--- config.mk ---
export PLATFORM = sky130hd
export DESIGN_NAME = pipeline_wb_ext
export DESIGN_NICKNAME = d
export VERILOG_FILES = /design/src/rtl/pipeline_wb_ext_pkg.sv /design/src/rtl/pipeline_wb_ext_load_extract.sv /design/src/rtl/pipeline_wb_ext.sv
export SDC_FILE = /design/constraint.sdc
export NUM_CORES = 1
export LEC_CHECK = 0
export ABC_CLOCK_PERIOD_IN_PS = 6600
export BUFFER_PORTS_ARGS = -buffer_cell sky130_fd_sc_hd__buf_2
export CAP_MARGIN = 20
export CORE_ASPECT_RATIO = 1.4
export CORE_MARGIN = 4
export CORE_UTILIZATION = 35
export DETAILED_ROUTE_END_ITERATION = 6
export SLEW_MARGIN = 20
export SYNTH_ARGS = -nofsm -noshare
export SYNTH_HDL_FRONTEND = slang
export SYNTH_SLANG_ARGS = --single-unit
--- constraint.sdc ---
create_clock -name clk -period 6.6 [get_ports clk]
set_clock_uncertainty 0.05 [all_clocks]
set_input_delay 0 -clock clk [delete_from_list [all_inputs] [get_ports clk]]
set_output_delay 0 -clock clk [all_outputs]
set_load 0.02 [all_outputs]
--- src/rtl/pipeline_wb_ext_pkg.sv ---
// Shared encodings for the write-back stage: result-source and load funct3 codes.
package pipeline_wb_ext_pkg;

    localparam int unsigned RIDX_W = 5;
    localparam int unsigned SRC_W  = 2;
    localparam int unsigned LT_W   = 3;

    typedef enum logic [SRC_W-1:0] {
        WBSRC_ALU = 2'b00,
        WBSRC_MEM = 2'b01,
        WBSRC_PC  = 2'b10,
        WBSRC_IMM = 2'b11
    } wb_src_e;

    typedef enum logic [LT_W-1:0] {
        LOAD_LB  = 3'b000,
        LOAD_LH  = 3'b001,
        LOAD_LW  = 3'b010,
        LOAD_LD  = 3'b011,
        LOAD_LBU = 3'b100,
        LOAD_LHU = 3'b101,
        LOAD_LWU = 3'b110
    } load_type_e;

    // Only 32- and 64-bit datapaths are supported.
    function automatic bit xlen_legal(input int unsigned xlen);
        return (xlen == 32) || (xlen == 64);
    endfunction

endpackage

--- src/rtl/pipeline_wb_ext_load_extract.sv ---
// Combinational load lane selection, sign/zero extension and misalignment detection.
module pipeline_wb_ext_load_extract
    import pipeline_wb_ext_pkg::*;
#(
    parameter  int unsigned XLEN  = 32,
    localparam int unsigned OFS_W = $clog2(XLEN/8)
) (
    input  logic [XLEN-1:0]  raw_word,
    input  logic [LT_W-1:0]  load_type,
    input  logic [OFS_W-1:0] ofs,
    output logic [XLEN-1:0]  ext_data,
    output logic             misaligned
);

    load_type_e      lt;
    logic [XLEN-1:0] lane;
    logic [7:0]      lane_b;
    logic [15:0]     lane_h;
    logic [31:0]     lane_w;
    logic            mis_half;
    logic            mis_word;
    logic            mis_full;

    assign lt = load_type_e'(load_type);

    // Little-endian: shift the addressed byte down to lane 0.
    always_comb begin
        lane     = raw_word >> {ofs, 3'b000};
        lane_b   = lane[7:0];
        lane_h   = lane[15:0];
        lane_w   = lane[31:0];
        mis_half = ofs[0];
        mis_word = |ofs[1:0];
        mis_full = |ofs;
    end

    // LD on a 32-bit datapath degenerates to LW: lane is the full word and mis_full covers ofs[1:0].
    always_comb begin
        ext_data   = raw_word;
        misaligned = 1'b0;
        case (lt)
            LOAD_LB:  ext_data = XLEN'($signed(lane_b));
            LOAD_LBU: ext_data = XLEN'(lane_b);
            LOAD_LH: begin
                ext_data   = XLEN'($signed(lane_h));
                misaligned = mis_half;
            end
            LOAD_LHU: begin
                ext_data   = XLEN'(lane_h);
                misaligned = mis_half;
            end
            LOAD_LW: begin
                ext_data   = XLEN'($signed(lane_w));
                misaligned = mis_word;
            end
            LOAD_LWU: begin
                ext_data   = XLEN'(lane_w);
                misaligned = mis_word;
            end
            LOAD_LD: begin
                ext_data   = lane;
                misaligned = mis_full;
            end
            default: begin
                ext_data   = raw_word;
                misaligned = 1'b0;
            end
        endcase
    end

endmodule

--- src/rtl/pipeline_wb_ext.sv ---
// Write-back stage: result mux, load extension, stall/flush priority and retire counter.
module pipeline_wb_ext
    import pipeline_wb_ext_pkg::*;
#(
    parameter  int unsigned XLEN  = 32,
    parameter  int unsigned CNT_W = 64,
    localparam int unsigned OFS_W = $clog2(XLEN/8)
) (
    input  logic              clk,
    input  logic              reset,
    input  logic              stall_i,
    input  logic              flush_i,
    input  logic              validM_i,
    input  logic [XLEN-1:0]   aluResultM_i,
    input  logic [XLEN-1:0]   memReadDataM_i,
    input  logic [XLEN-1:0]   extendedImmM_i,
    input  logic [XLEN-1:0]   pcPlus4M_i,
    input  logic              regWriteEnM_i,
    input  logic [RIDX_W-1:0] rdIdxM_i,
    input  logic [SRC_W-1:0]  resultSrcM_i,
    input  logic [LT_W-1:0]   loadTypeM_i,
    input  logic [OFS_W-1:0]  memOfsM_i,
    output logic              regWriteEnW_o,
    output logic [RIDX_W-1:0] rdIdxW_o,
    output logic [XLEN-1:0]   writeBackDataW_o,
    output logic              validW_o,
    output logic              misalignW_o,
    output logic [CNT_W-1:0]  retireCntW_o
);

    if (!xlen_legal(XLEN)) begin : g_bad_xlen
        $error("pipeline_wb_ext: XLEN must be 32 or 64");
    end

    wb_src_e         src;
    logic [XLEN-1:0] load_data;
    logic            load_mis;
    logic [XLEN-1:0] wb_data;
    logic            mis;
    logic            wr_en;
    logic            retire;

    assign src = wb_src_e'(resultSrcM_i);

    pipeline_wb_ext_load_extract #(
        .XLEN (XLEN)
    ) u_load_extract (
        .raw_word   (memReadDataM_i),
        .load_type  (loadTypeM_i),
        .ofs        (memOfsM_i),
        .ext_data   (load_data),
        .misaligned (load_mis)
    );

    // Result mux plus the write-enable / retire qualification for the MEM-stage instruction.
    always_comb begin
        wb_data = aluResultM_i;
        case (src)
            WBSRC_ALU: wb_data = aluResultM_i;
            WBSRC_MEM: wb_data = load_data;
            WBSRC_PC:  wb_data = pcPlus4M_i;
            WBSRC_IMM: wb_data = extendedImmM_i;
            default:   wb_data = aluResultM_i;
        endcase
        mis    = validM_i & (src == WBSRC_MEM) & load_mis;
        wr_en  = validM_i & regWriteEnM_i & (rdIdxM_i != '0) & ~mis;
        retire = validM_i & ~mis;
    end

    // Priority: reset > flush > stall > capture. A stall clears the misalign pulse.
    always_ff @(posedge clk) begin
        if (reset) begin
            regWriteEnW_o    <= 1'b0;
            rdIdxW_o         <= '0;
            writeBackDataW_o <= '0;
            validW_o         <= 1'b0;
            misalignW_o      <= 1'b0;
            retireCntW_o     <= '0;
        end else if (flush_i) begin
            regWriteEnW_o    <= 1'b0;
            rdIdxW_o         <= '0;
            writeBackDataW_o <= '0;
            validW_o         <= 1'b0;
            misalignW_o      <= 1'b0;
        end else if (stall_i) begin
            misalignW_o      <= 1'b0;
        end else begin
            regWriteEnW_o    <= wr_en;
            rdIdxW_o         <= rdIdxM_i;
            writeBackDataW_o <= wb_data;
            validW_o         <= validM_i;
            misalignW_o      <= mis;
            if (retire) begin
                retireCntW_o <= retireCntW_o + CNT_W'(1);
            end
        end
    end

endmodule

==> impl_metrics.env, run 1 <==
export IMPL_final_cell_mix="249 x buf_2, 110 x nor2_1, 104 x dfxtp_1, 93 x nand2_1, 46 x a21oi_1"
export IMPL_clock_fmax_mhz=354.5
export IMPL_crit_buf_inv=2
export IMPL_p_per_area_mw_per_mm2=172.1
export IMPL_synth_cells=780
export IMPL_grt_max_degree=66
export IMPL_ys_ff_latch=104
export IMPL_yosysTopAreaCellShare_pct=34.37
export IMPL_synth_edf_count=0
export IMPL_arrival_ns=3.02
export IMPL_avgSynthCellArea_um2=7.765
export IMPL_status="finished, final reports clean"
export IMPL_grt_pass1_wl_um=34730
export IMPL_synth_top_area_cell="dfxtp_1"
export IMPL_antennaDiodeCount=0
export IMPL_startpoint_type="primary input"
export IMPL_start_util_pct=35.87
export IMPL_fin_util_pct=48.22
export IMPL_cpMaxStageDelayCell="buf_2"
export IMPL_yosysSeqAreaShare_pct=34.37
export IMPL_routed_wl_um=22100
export IMPL_drt_iter0_markers=398
export IMPL_die_width_um=119.2
export IMPL_viasPerCell=5.232
export IMPL_grt_usage_pct=22.25
export IMPL_ir_drop_mv=0.09873
export IMPL_final_common_cell="buf_2"
export IMPL_min_period_ns=2.821
export IMPL_crit_chain="buf_2 > nor2b_1 > o2bb2ai_1 > a311o_1 > and3_1 > a211oi_2 > o21ai_1 > dlygate4sd3_1"
export IMPL_cts_root_buf="clkbuf_16"
export IMPL_dp_cells=1214
export IMPL_cts_tree="yes"
export IMPL_rows=56
export IMPL_die_h_um=163.7
export IMPL_io_buffers=249
export IMPL_slowest_delay_ns=0.58
export IMPL_die_area_mm2=0.01950
export IMPL_h_tree_depth=3
export IMPL_critPathTopFamily="buffers and inverters"
export IMPL_post_place_ws_ns=3.647
export IMPL_p_leak_nw=3.490
export IMPL_syn_cell_area_mm2=0.006057
export IMPL_dp_hpwl_um=16740
export IMPL_drive_above_1_share_pct=28.79
export IMPL_synth_top_flop_cell="dfxtp_1"
export IMPL_setup_ws_ns=3.779
export IMPL_period_share_pct=42.74
export IMPL_cp_end_kind="register"
export IMPL_cts_resized_gates=0
export IMPL_antenna_left=0
export IMPL_dr_total_vias=6666
export IMPL_clk_latency_ns=0.35
export IMPL_top_level_ports=250
export IMPL_slew_headroom_pct=40.13
export IMPL_finalWeightedCongestion=0.8952
export IMPL_setup_tns_ns=0
export IMPL_syn_nets=927
export IMPL_hp_class="primary input to register"
export IMPL_worst_ep_required_time_ns=6.80
export IMPL_setup_violations=0
export IMPL_core_area_mm2=0.01689
export IMPL_grt_pass1_vias=6670
export IMPL_avgRoutedWirePerCell_um=17.35
export IMPL_tightestPinTransition_ns=0.8963
export IMPL_ys_warn_count=0
export IMPL_crit_fanout=35
export IMPL_r2r_slack_ns=4.03
export IMPL_hold_viol_final=0
export IMPL_drtPass1Iterations=4
export IMPL_nets=1185
export IMPL_rsz0062_at_grt="no"
export IMPL_numCtsBuffers=9
export IMPL_finalMaxSlewViolations=0
export IMPL_final_cells=1274
export IMPL_grt_overflow=0
export IMPL_synthTopCellsByArea="dfxtp_1 34%, nor2_1 6.8%, xnor2_1 6.1%"
export IMPL_criticalPathCategory="primary input to register"
export IMPL_drcViolationCount=0
export IMPL_clk_path_buf_depth=2
export IMPL_areaGrowthSynthToFinish_pct=34.44
export IMPL_synth_async_reset_ratio_pct=0
export IMPL_clkSinkCount=104
export IMPL_antenna_found_initial=0
export IMPL_ys_types=53
export IMPL_clk_pin_slew_ns=0.08
export IMPL_max_cap_viol_count=0
[layout make-up]
type | instances | area [µm²]
clock buffers | 9 | 225.2
fillers | 1772 | 8743
multi-input cells | 597 | 3641
flip-flops and latches | 104 | 2082
repair buffers | 303 | 1764
inverters | 23 | 86.33
well taps | 232 | 290.3
clock inverters | 6 | 53.80
[logic make-up after synthesis]
family / share of synthesized area, %
AND/OR/NAND/NOR: 26.19
AO/OA/AOI/OAI: 20.12
flip-flops: 34.37
buffers and inverters: 5.515
XOR/XNOR: 8.676
multiplexers: 4.916
adder cells (fa/ha/maj): 0.2065
[state kept, by name, indices dropped and copies added, names as in the netlist]
| register | count |
|---|---|
| misalignW_o | 1 |
| retireCntW_o | 64 |
| regWriteEnW_o | 1 |
| rdIdxW_o | 5 |
| validW_o | 1 |
| writeBackDataW_o | 32 |
[metrics by stage]
step | hold WS (ns) | area [µm²] | power, mW
3_5_place_dp | 0.2106 | 7413 | 0.8724
5_1_grt | 0.03091 | 8143 | 1.462
6_report | 0.01066 | 8143 | 1.402
2_1_floorplan | 0.09394 | 6057 | 0.7800
4_1_cts | 0.0006869 | 8143 | 1.420
3_3_place_gp | 0.1994 | 7413 | 0.8708
[Yosys cell counts (8+ instances only)]
| master | number |
|---|---|
| o21ai_1 | 9 |
| nor2_1 | 110 |
| o21ai_0 | 41 |
| clkbuf_1 | 36 |
| nand3_1 | 26 |
| nand2b_1 | 9 |
| xor2_1 | 18 |
| inv_1 | 23 |
| o22ai_1 | 9 |
| o221ai_1 | 8 |
| mux2i_1 | 23 |
| a221oi_1 | 8 |
| nand2_1 | 93 |
| nor3_1 | 15 |
| o211ai_1 | 9 |
| buf_2 | 9 |
| nor4_1 | 18 |
| xnor2_1 | 42 |
| nand4_1 | 18 |
| a211oi_2 | 9 |
| dfxtp_1 | 104 |
| a21oi_1 | 46 |
[layer usage]
metal / vias up / wire [µm] / share of wire (%) / track usage, %
li1: 3276 / - / - / -
met1: 3065 / 8217 / 37 / 23.30
met2: 278 / 11220 / 51 / 40.57
met3: 47 / 1700 / 7.7 / 6.200
met4: 0 / 970 / 4.4 / 11.02
met5: - / 0 / 0 / 0
[worst paths after layout]
kind / depth (start not counted) / endpoint / from
worst min register to register: 1 / writeBackDataW_o[20]$_SDFFE_PP0N_ / writeBackDataW_o[20]$_SDFFE_PP0N_
worst min-delay path: 4 / writeBackDataW_o[21]$_SDFFE_PP0N_ / pcPlus4M_i[21]
worst max register to register: 7 / retireCntW_o[52]$_SDFFE_PP0P_ / retireCntW_o[0]$_SDFFE_PP0P_
worst max-delay path: 8 / writeBackDataW_o[29]$_SDFFE_PP0N_ / memOfsM_i[0]
[where the power goes]
| part | internal (mW) | switching (mW) | total (mW) | leakage (nW) |
|---|---|---|---|---|
| Combinational | 0.101 | 0.133 | 0.234 | 2.52 |
| Clock | 0.260 | 0.266 | 0.526 | 0.128 |
| Sequential | 0.636 | 0.00481 | 0.641 | 0.841 |
[tightest hold or removal path, cell delays in order]
cell,delay (ns)
buf_2,0.07
o21ai_0,0.07
a21oi_1,0.14
a21o_1,0.10
[timing repair]
item	CTS	global route
hold endpoints to repair	27	0
hold buffers	45	0
setup buffers	0	0
Power figures use the tool's default switching activity.
==> run 2: changes to the inputs <==
ABC_AREA = 1   (was unset)
ABC_CLOCK_PERIOD_IN_PS = 2400   (was 6600)
clock period = 2.4 ns   (was 6.6 ns; I/O delays follow)
==> impl_metrics.env, run 2 <==
export IMPL_numCtsBuffers=9
export IMPL_cpMaxStageDelayCell="dlygate4sd3_1"
export IMPL_drt_iter0_markers=568
export IMPL_areaGrowthSynthToFinish_pct=34.94
export IMPL_h_tree_depth=3
export IMPL_pwr_share_clk_pct=39.1
export IMPL_cts_root_buf="clkbuf_16"
export IMPL_grt_pass1_vias=9303
export IMPL_min_to="writeBackDataW_o[19]$_SDFFE_PP0N_"
export IMPL_setup_ws_ns=0.1673
export IMPL_rsz0062_at_grt="no"
export IMPL_startpoint_type="primary input"
export IMPL_synth_xor_area_share_pct=2.026
export IMPL_p_per_area_mw_per_mm2=409.4
export IMPL_drtPass1Iterations=7
export IMPL_p_seq_share_pct=43.4
export IMPL_holdPathStages=5
export IMPL_largest_register_ffs=64
export IMPL_drive_above_1_share_pct=18.78
export IMPL_ir_drop_mv=0.2991
export IMPL_tightestPinTransition_ns=0.7097
export IMPL_r2r_slack_ns=0.24
export IMPL_ys_ff_latch=104
export IMPL_crit_chain="buf_2 > inv_4 > nand2_2 > buf_4 > nor2_1 > o21ai_0 > nand3_1 > dlygate4sd3_1 > nand2_1 > dlygate4sd3_1 > nand2_1"
export IMPL_worstHoldStart="aluResultM_i[19]"
export IMPL_post_place_ws_ns=0.2963
export IMPL_setup_violations=0
export IMPL_combPwrFrac_pct=17.5
export IMPL_start_util_pct=35.76
export IMPL_hold_viol_final=0
export IMPL_rows=62
export IMPL_syn_nets=1461
export IMPL_synth_top_flop_cell="dfxtp_1"
export IMPL_yosysTopAreaCellShare_pct=28.32
export IMPL_die_area_mm2=0.02342
export IMPL_viasPerCell=5.105
export IMPL_avgRoutedWirePerCell_um=16.79
export IMPL_min_period_ns=2.233
export IMPL_antenna_found_initial=0
export IMPL_grt_overflow=0
export IMPL_p_switching_mw=1.167
export IMPL_slew_headroom_pct=52.64
export IMPL_cts_tree="yes"
export IMPL_criticalPathCategory="primary input to register"
export IMPL_antenna_left=0
export IMPL_yosysSeqAreaShare_pct=28.32
export IMPL_io_buffers=249
export IMPL_synth_top_area_cell="dfxtp_1"
export IMPL_largestRegisters="retireCntW_o: 64 flops, writeBackDataW_o: 32 flops, rdIdxW_o: 5 flops"
export IMPL_avgSynthCellArea_um2=5.594
export IMPL_clk_pin_slew_ns=0.07
export IMPL_nets=1766
export IMPL_synth_fa_ha_area_share_pct=0.1702
export IMPL_arrival_ns=2.44
export IMPL_worst_ep_required_time_ns=2.60
export IMPL_setup_tns_ns=0
export IMPL_grt_usage_pct=26.35
export IMPL_p_leak_nw=4.379
export IMPL_hold_slack_ns=0.0003635
export IMPL_place_area_mm2=0.008847
export IMPL_synth_compound_area_share_pct=16.29
export IMPL_slowest_delay_ns=0.58
export IMPL_synth_edf_count=0
export IMPL_critPathTopFamily="buffers and inverters"
export IMPL_yosysMostFrequentCell="nand2_1"
export IMPL_final_common_cell="nand2_1"
export IMPL_cp_end_kind="register"
export IMPL_clk_path_buf_depth=2
export IMPL_synth_area_mux_share_pct=0
export IMPL_synth_async_reset_ratio_pct=0
export IMPL_rr_endpoint="retireCntW_o[49]$_SDFFE_PP0P_"
export IMPL_routed_wl_um=31560
export IMPL_max_cap_viol_count=0
export IMPL_r2r_start="retireCntW_o[23]$_SDFFE_PP0P_"
export IMPL_finalMaxSlewViolations=0
export IMPL_clk_latency_ns=0.36
export IMPL_dp_hpwl_um=24600
export IMPL_synth_cells=1314
export IMPL_antennaDiodeCount=0
export IMPL_final_cell_mix="509 x nand2_1, 249 x buf_2, 233 x nor2_1, 104 x dfxtp_1, 94 x o21ai_0"
export IMPL_synth_top_family_by_area="simple AND/OR/NAND/NOR gates"
export IMPL_synthTopCellsByArea="dfxtp_1 28%, nand2_1 26%, nor2_1 12%"
export IMPL_clkSinkCount=104
export IMPL_grt_pass1_wl_um=48700
export IMPL_ys_types=36
export IMPL_top_register="retireCntW_o"
export IMPL_drcViolationCount=0
export IMPL_hp_class="primary input to register"
export IMPL_p_int_mw=2.894
export IMPL_p_sw_share_pct=28.75
export IMPL_synth_simple_area_share_pct=45.45
export IMPL_ys_warn_count=0
export IMPL_die_h_um=179.5
export IMPL_dr_total_vias=9598
export IMPL_top_level_ports=250
export IMPL_status="finished, final reports clean"
export IMPL_fin_util_pct=48.25
export IMPL_crit_fanout=32
export IMPL_period_share_pct=93.03
export IMPL_r2r_cells=7
export IMPL_clock_fmax_mhz=447.9
export IMPL_crit_buf_inv=5
export IMPL_synth_common_cells="509 x nand2_1, 233 x nor2_1, 104 x dfxtp_1"
export IMPL_grt_max_degree=47
export IMPL_die_width_um=130.5
export IMPL_syn_cell_area_mm2=0.007351
export IMPL_finalWeightedCongestion=1.026
export IMPL_fill_cells=2192
export IMPL_core_area_mm2=0.02056
export IMPL_design_area_mm2=0.009920
==> run 2: cell count changes after synthesis, moves of 12 or more <==
cell,previous run,this run
inv_1,23,76
nand2_1,93,509
xor2_1,18,6
o21ai_0,41,94
mux2i_1,23,0
nor2_1,110,233
nor4_1,18,0
xnor2_1,42,11
nand3_1,26,53
a21oi_1,46,75
==> run 2: metal layers <==
| layer | vias up | routed length (µm) | track usage, % | share of wire [%] |
|---|---|---|---|---|
| met5 | - | 0 | 0 | 0 |
| met4 | 0 | 1773 | 14.45 | 5.6 |
| met3 | 85 | 2422 | 4.899 | 7.7 |
| met2 | 407 | 16380 | 47.50 | 52 |
| met1 | 4291 | 10980 | 28.14 | 35 |
| li1 | 4815 | - | - | - |
==> run 2: area by class of cell <==
cell class / count / area, µm² / share of cell area, %
multi-input combinational: 1075 / 4705 / 47.43
timing repair buffer: 346 / 2190 / 22.07
sequential: 104 / 2082 / 20.99
tap: 256 / 320.3 / 3.229
inverter: 83 / 316.6 / 3.191
clock buffer: 10 / 239.0 / 2.409
clock inverter: 6 / 67.56 / 0.6811
==> run 2: timing repair <==
item / in CTS / in global routing
endpoints found under the hold margin: 39 / 0
setup buffers: 0 / 0
hold buffers: 76 / 0
resized for setup: 0 / 1
endpoints found under the setup margin: 0 / 1
==> run 2: worst max-delay path by stage <==
stage / start / to / slack [ns] / cells past startpoint
2_1_floorplan: retireCntW_o[1]$_SDFFE_PP0P_ / retireCntW_o[24]$_SDFFE_PP0P_ / 0.56 / 10
3_3_place_gp: retireCntW_o[23]$_SDFFE_PP0P_ / retireCntW_o[49]$_SDFFE_PP0P_ / 0.29 / 7
3_5_place_dp: retireCntW_o[1]$_SDFFE_PP0P_ / retireCntW_o[24]$_SDFFE_PP0P_ / 0.30 / 10
4_1_cts: memOfsM_i[0] / writeBackDataW_o[21]$_SDFFE_PP0N_ / 0.17 / 10
5_1_grt: memOfsM_i[0] / writeBackDataW_o[21]$_SDFFE_PP0N_ / 0.01 / 11
6_report: resultSrcM_i[1] / writeBackDataW_o[7]$_SDFFE_PP0N_ / 0.17 / 11
==> run 2: power by group through the flow <==
stage / Sequential (mW) / Clock [mW] / Combinational [mW]
2_1_floorplan: 1.84 / 0 / 0.319
3_3_place_gp: 1.80 / 0 / 0.618
3_5_place_dp: 1.80 / 0 / 0.621
4_1_cts: 1.76 / 1.62 / 0.708
5_1_grt: 1.77 / 1.69 / 0.788
6_report: 1.76 / 1.59 / 0.711
==> run 2: worst reg2reg max path, delay by kind of cell (launching register included) <==
kind | cells | cell delay, ns
flip-flops | 1 | 0.49
AND/OR/NAND/NOR | 7 | 1.53
==> run 2: kinds of logic (layout without fill, tap and decap cells) <==
group	count (synthesis)	count (layout)
fa+ha+maj	1	1
flops	104	104
xor+xnor	17	17
simple gates	838	838
compound gates	219	219
buf+inv	135	445
==> run 2: stage by stage <==
step | instances | power, mW
final | 1880 | 4.061
after floorplan | 1314 | 2.156
after global placement | 1788 | 2.422
after detailed placement | 1788 | 2.425
after global routing | 1880 | 4.243
after CTS | 1880 | 4.088
==> run 3: changes to the inputs <==
SYNTH_HIERARCHICAL = 1   (was unset)
==> impl_metrics.env, run 3 <==
export IMPL_status="complete, but fails checks"
export IMPL_violations="negative hold slack"
export IMPL_cts_root_buf="clkbuf_16"
export IMPL_drcViolationCount=0
export IMPL_p_per_area_mw_per_mm2=441.8
export IMPL_core_area_mm2=0.02007
export IMPL_cts_tree="yes"
export IMPL_routed_wl_um=30050
export IMPL_drive_above_1_share_pct=21.81
export IMPL_areaGrowthSynthToFinish_pct=33.99
export IMPL_startpoint_type="primary input"
export IMPL_ys_types=37
export IMPL_r2r_slack_ns=0.52
export IMPL_viasPerCell=5.121
export IMPL_synth_cells=1234
export IMPL_synth_area_mux_share_pct=0
export IMPL_syn_nets=1381
export IMPL_synth_simple_area_share_pct=47.64
export IMPL_largestRegisters="retireCntW_o: 64 flops, writeBackDataW_o: 32 flops, rdIdxW_o: 5 flops"
export IMPL_ys_warn_count=6
export IMPL_pwr_share_clk_pct=39.8
export IMPL_syn_cell_area_mm2=0.007197
export IMPL_holdPathStages=5
export IMPL_hp_class="primary input to register"
export IMPL_cts_setup_buffers=0
export IMPL_drt_iter0_markers=582
export IMPL_avgSynthCellArea_um2=5.832
export IMPL_die_width_um=129.2
export IMPL_grt_pass1_vias=9024
export IMPL_grt_overflow=0
export IMPL_final_common_cell="nand2_1"
export IMPL_synth_common_cells="366 x nand2_1, 176 x nor2_1, 143 x o21ai_0"
export IMPL_rsz0062_at_grt="no"
export IMPL_rr_endpoint="retireCntW_o[36]$_SDFFE_PP0P_"
export IMPL_synth_async_reset_ratio_pct=0
export IMPL_yosysMostFrequentCell="nand2_1"
export IMPL_finalMaxSlewViolations=0
export IMPL_finalWeightedCongestion=0.9456
export IMPL_die_h_um=177.7
export IMPL_dp_hpwl_um=23260
export IMPL_drtPass1Iterations=5
export IMPL_synthTopCellsByArea="dfxtp_1 29%, nand2_1 19%, o21ai_0 9.9%"
export IMPL_numCtsBuffers=9
export IMPL_slew_headroom_pct=32.12
export IMPL_path_common_cell="o21ai_0"
export IMPL_cts_resized_gates=0
export IMPL_dr_total_vias=9161
export IMPL_crit_fanout=21
export IMPL_clk_latency_ns=0.36
export IMPL_design_area_mm2=0.009643
export IMPL_cpMaxStageDelayCell="dlygate4sd3_1"
export IMPL_hold_slack_ns=-0.0007923
export IMPL_io_buffers=249
export IMPL_worst_ep_required_time_ns=2.58
export IMPL_antenna_left=0
export IMPL_nets=1678
export IMPL_arrival_ns=2.29
export IMPL_criticalPathCategory="primary input to register"
export IMPL_synth_compound_area_share_pct=13.23
export IMPL_start_util_pct=35.85
export IMPL_yosysSeqAreaShare_pct=28.93
export IMPL_min_period_ns=2.105
export IMPL_synth_top_flop_cell="dfxtp_1"
export IMPL_setup_violations=0
export IMPL_h_tree_depth=3
export IMPL_crit_chain="buf_2 > buf_4 > nand3_1 > nand2_1 > nand2_2 > buf_4 > nand4_1 > o21ai_0 > nand3_1 > o21ai_0 > dlygate4sd3_1 > o21ai_0"
export IMPL_top_level_ports=250
export IMPL_largest_register_ffs=64
export IMPL_synth_top_area_cell="dfxtp_1"
export IMPL_avgRoutedWirePerCell_um=16.80
export IMPL_final_cell_mix="366 x nand2_1, 249 x buf_2, 175 x nor2_1, 143 x o21ai_0, 142 x nand3_1"
export IMPL_combPwrFrac_pct=18.7
export IMPL_clk_path_buf_depth=2
export IMPL_grt_max_degree=40
export IMPL_ys_ff_latch=104
export IMPL_tightestPinTransition_ns=1.012
export IMPL_postCtsHoldBufs=63
export IMPL_clock_fmax_mhz=475.2
export IMPL_period_share_pct=87.69
export IMPL_r2r_cells=9
export IMPL_synth_edf_count=0
export IMPL_top_register="retireCntW_o"
export IMPL_clk_pin_slew_ns=0.08
export IMPL_p_switching_mw=1.243
export IMPL_grt_usage_pct=25.90
export IMPL_r2r_start="retireCntW_o[1]$_SDFFE_PP0P_"
export IMPL_p_sw_share_pct=29.17
export IMPL_die_area_mm2=0.02295
export IMPL_synth_xor_area_share_pct=0.4868
export IMPL_worstHoldStart="extendedImmM_i[30]"
export IMPL_p_leak_nw=4.509
export IMPL_p_seq_share_pct=41.4
export IMPL_synth_fa_ha_area_share_pct=0.1739
export IMPL_yosysTopAreaCellShare_pct=28.93
export IMPL_ir_drop_mv=0.2750
export IMPL_grt_pass1_wl_um=46770
export IMPL_setup_tns_ns=0
export IMPL_min_to="writeBackDataW_o[30]$_SDFFE_PP0N_"
export IMPL_p_int_mw=3.018
export IMPL_antenna_found_initial=1
export IMPL_cp_end_kind="register"
export IMPL_slowest_delay_ns=0.56
export IMPL_hold_viol_final=1
export IMPL_max_cap_viol_count=0
export IMPL_place_area_mm2=0.008682
export IMPL_synth_top_family_by_area="simple AND/OR/NAND/NOR gates"
export IMPL_rows=61
export IMPL_clkSinkCount=104
==> run 3: cell types whose count changed after synthesis, sizes merged, moves of 14 or more <==
cell	before	now
nand4	17	38
nand2	511	377
o211ai	14	0
o21ai	110	150
inv	81	110
nand3	54	146
nor2	242	192
a21oi	76	29
==> run 3: routing by layer <==
| layer | wire length [µm] | GRT usage (%) | vias to the layer above |
|---|---|---|---|
| met5 | 13 | 0 | - |
| met2 | 16050 | 49.35 | 351 |
| met4 | 1154 | 10.25 | 2 |
| li1 | - | - | 4612 |
| met1 | 10870 | 27.25 | 4128 |
| met3 | 1959 | 5.239 | 68 |
==> run 3: power groups by stage <==
stage	Clock, mW	Sequential, mW	Combinational (mW)
final	1.70	1.77	0.798
after global routing	1.80	1.77	0.877
after CTS	1.74	1.77	0.792
after detailed placement	0	1.81	0.687
after global placement	0	1.81	0.688
after floorplan	0	1.84	0.352
==> run 3: cells by family after synthesis <==
| family | after synthesis |
|---|---|
| DFF | 104 |
| xor gates and xnor gates | 4 |
| buffers and inverters | 162 |
| AOI/OAI and AO/OA | 187 |
| and+or+nand+nor | 776 |
| adders and majority gates | 1 |
==> run 3: final cells by class <==
type	instances	area, µm²
Fill cell	2194	10430
Multi-Input combinational cell	968	4431
Sequential cell	104	2082
Timing Repair Buffer	338	2072
Inverter	110	412.9
Tap cell	252	315.3
Clock buffer	9	225.2
Clock inverter	7	102.6
Antenna cell	1	2.502
==> run 3: worst max path at each step <==
stage / end / depth (start not counted) / startpoint
final: writeBackDataW_o[25]$_SDFFE_PP0N_ / 12 / memOfsM_i[1]
after global routing: writeBackDataW_o[20]$_SDFFE_PP0N_ / 13 / memOfsM_i[0]
after CTS: writeBackDataW_o[25]$_SDFFE_PP0N_ / 12 / memOfsM_i[1]
after detailed placement: retireCntW_o[42]$_SDFFE_PP0P_ / 14 / loadTypeM_i[2]
after global placement: writeBackDataW_o[15]$_SDFFE_PP0N_ / 11 / memOfsM_i[1]
after floorplan: retireCntW_o[36]$_SDFFE_PP0P_ / 9 / retireCntW_o[1]$_SDFFE_PP0P_
==> run 3: per-stage QoR <==
step	hold WS (ns)	total power, mW	instances	util [%]	setup WS (ns)
2_1_floorplan	0.07935	2.189	1234	-	0.6582
3_3_place_gp	0.1908	2.493	1709	43.25	0.4534
3_5_place_dp	0.1907	2.493	1709	43.25	0.4595
4_1_cts	0.0005816	4.297	1788	48.03	0.3632
5_1_grt	0.02404	4.446	1788	48.03	0.1804
6_report	-0.0007923	4.260	1789	48.04	0.2955
==> run 3: worst max-delay path: cells and delay by family <==
family,cells,cell delay [ns]
AOI/OAI and AO/OA,3,0.37
and+or+nand+nor,5,0.75
buffers and inverters,4,1.16
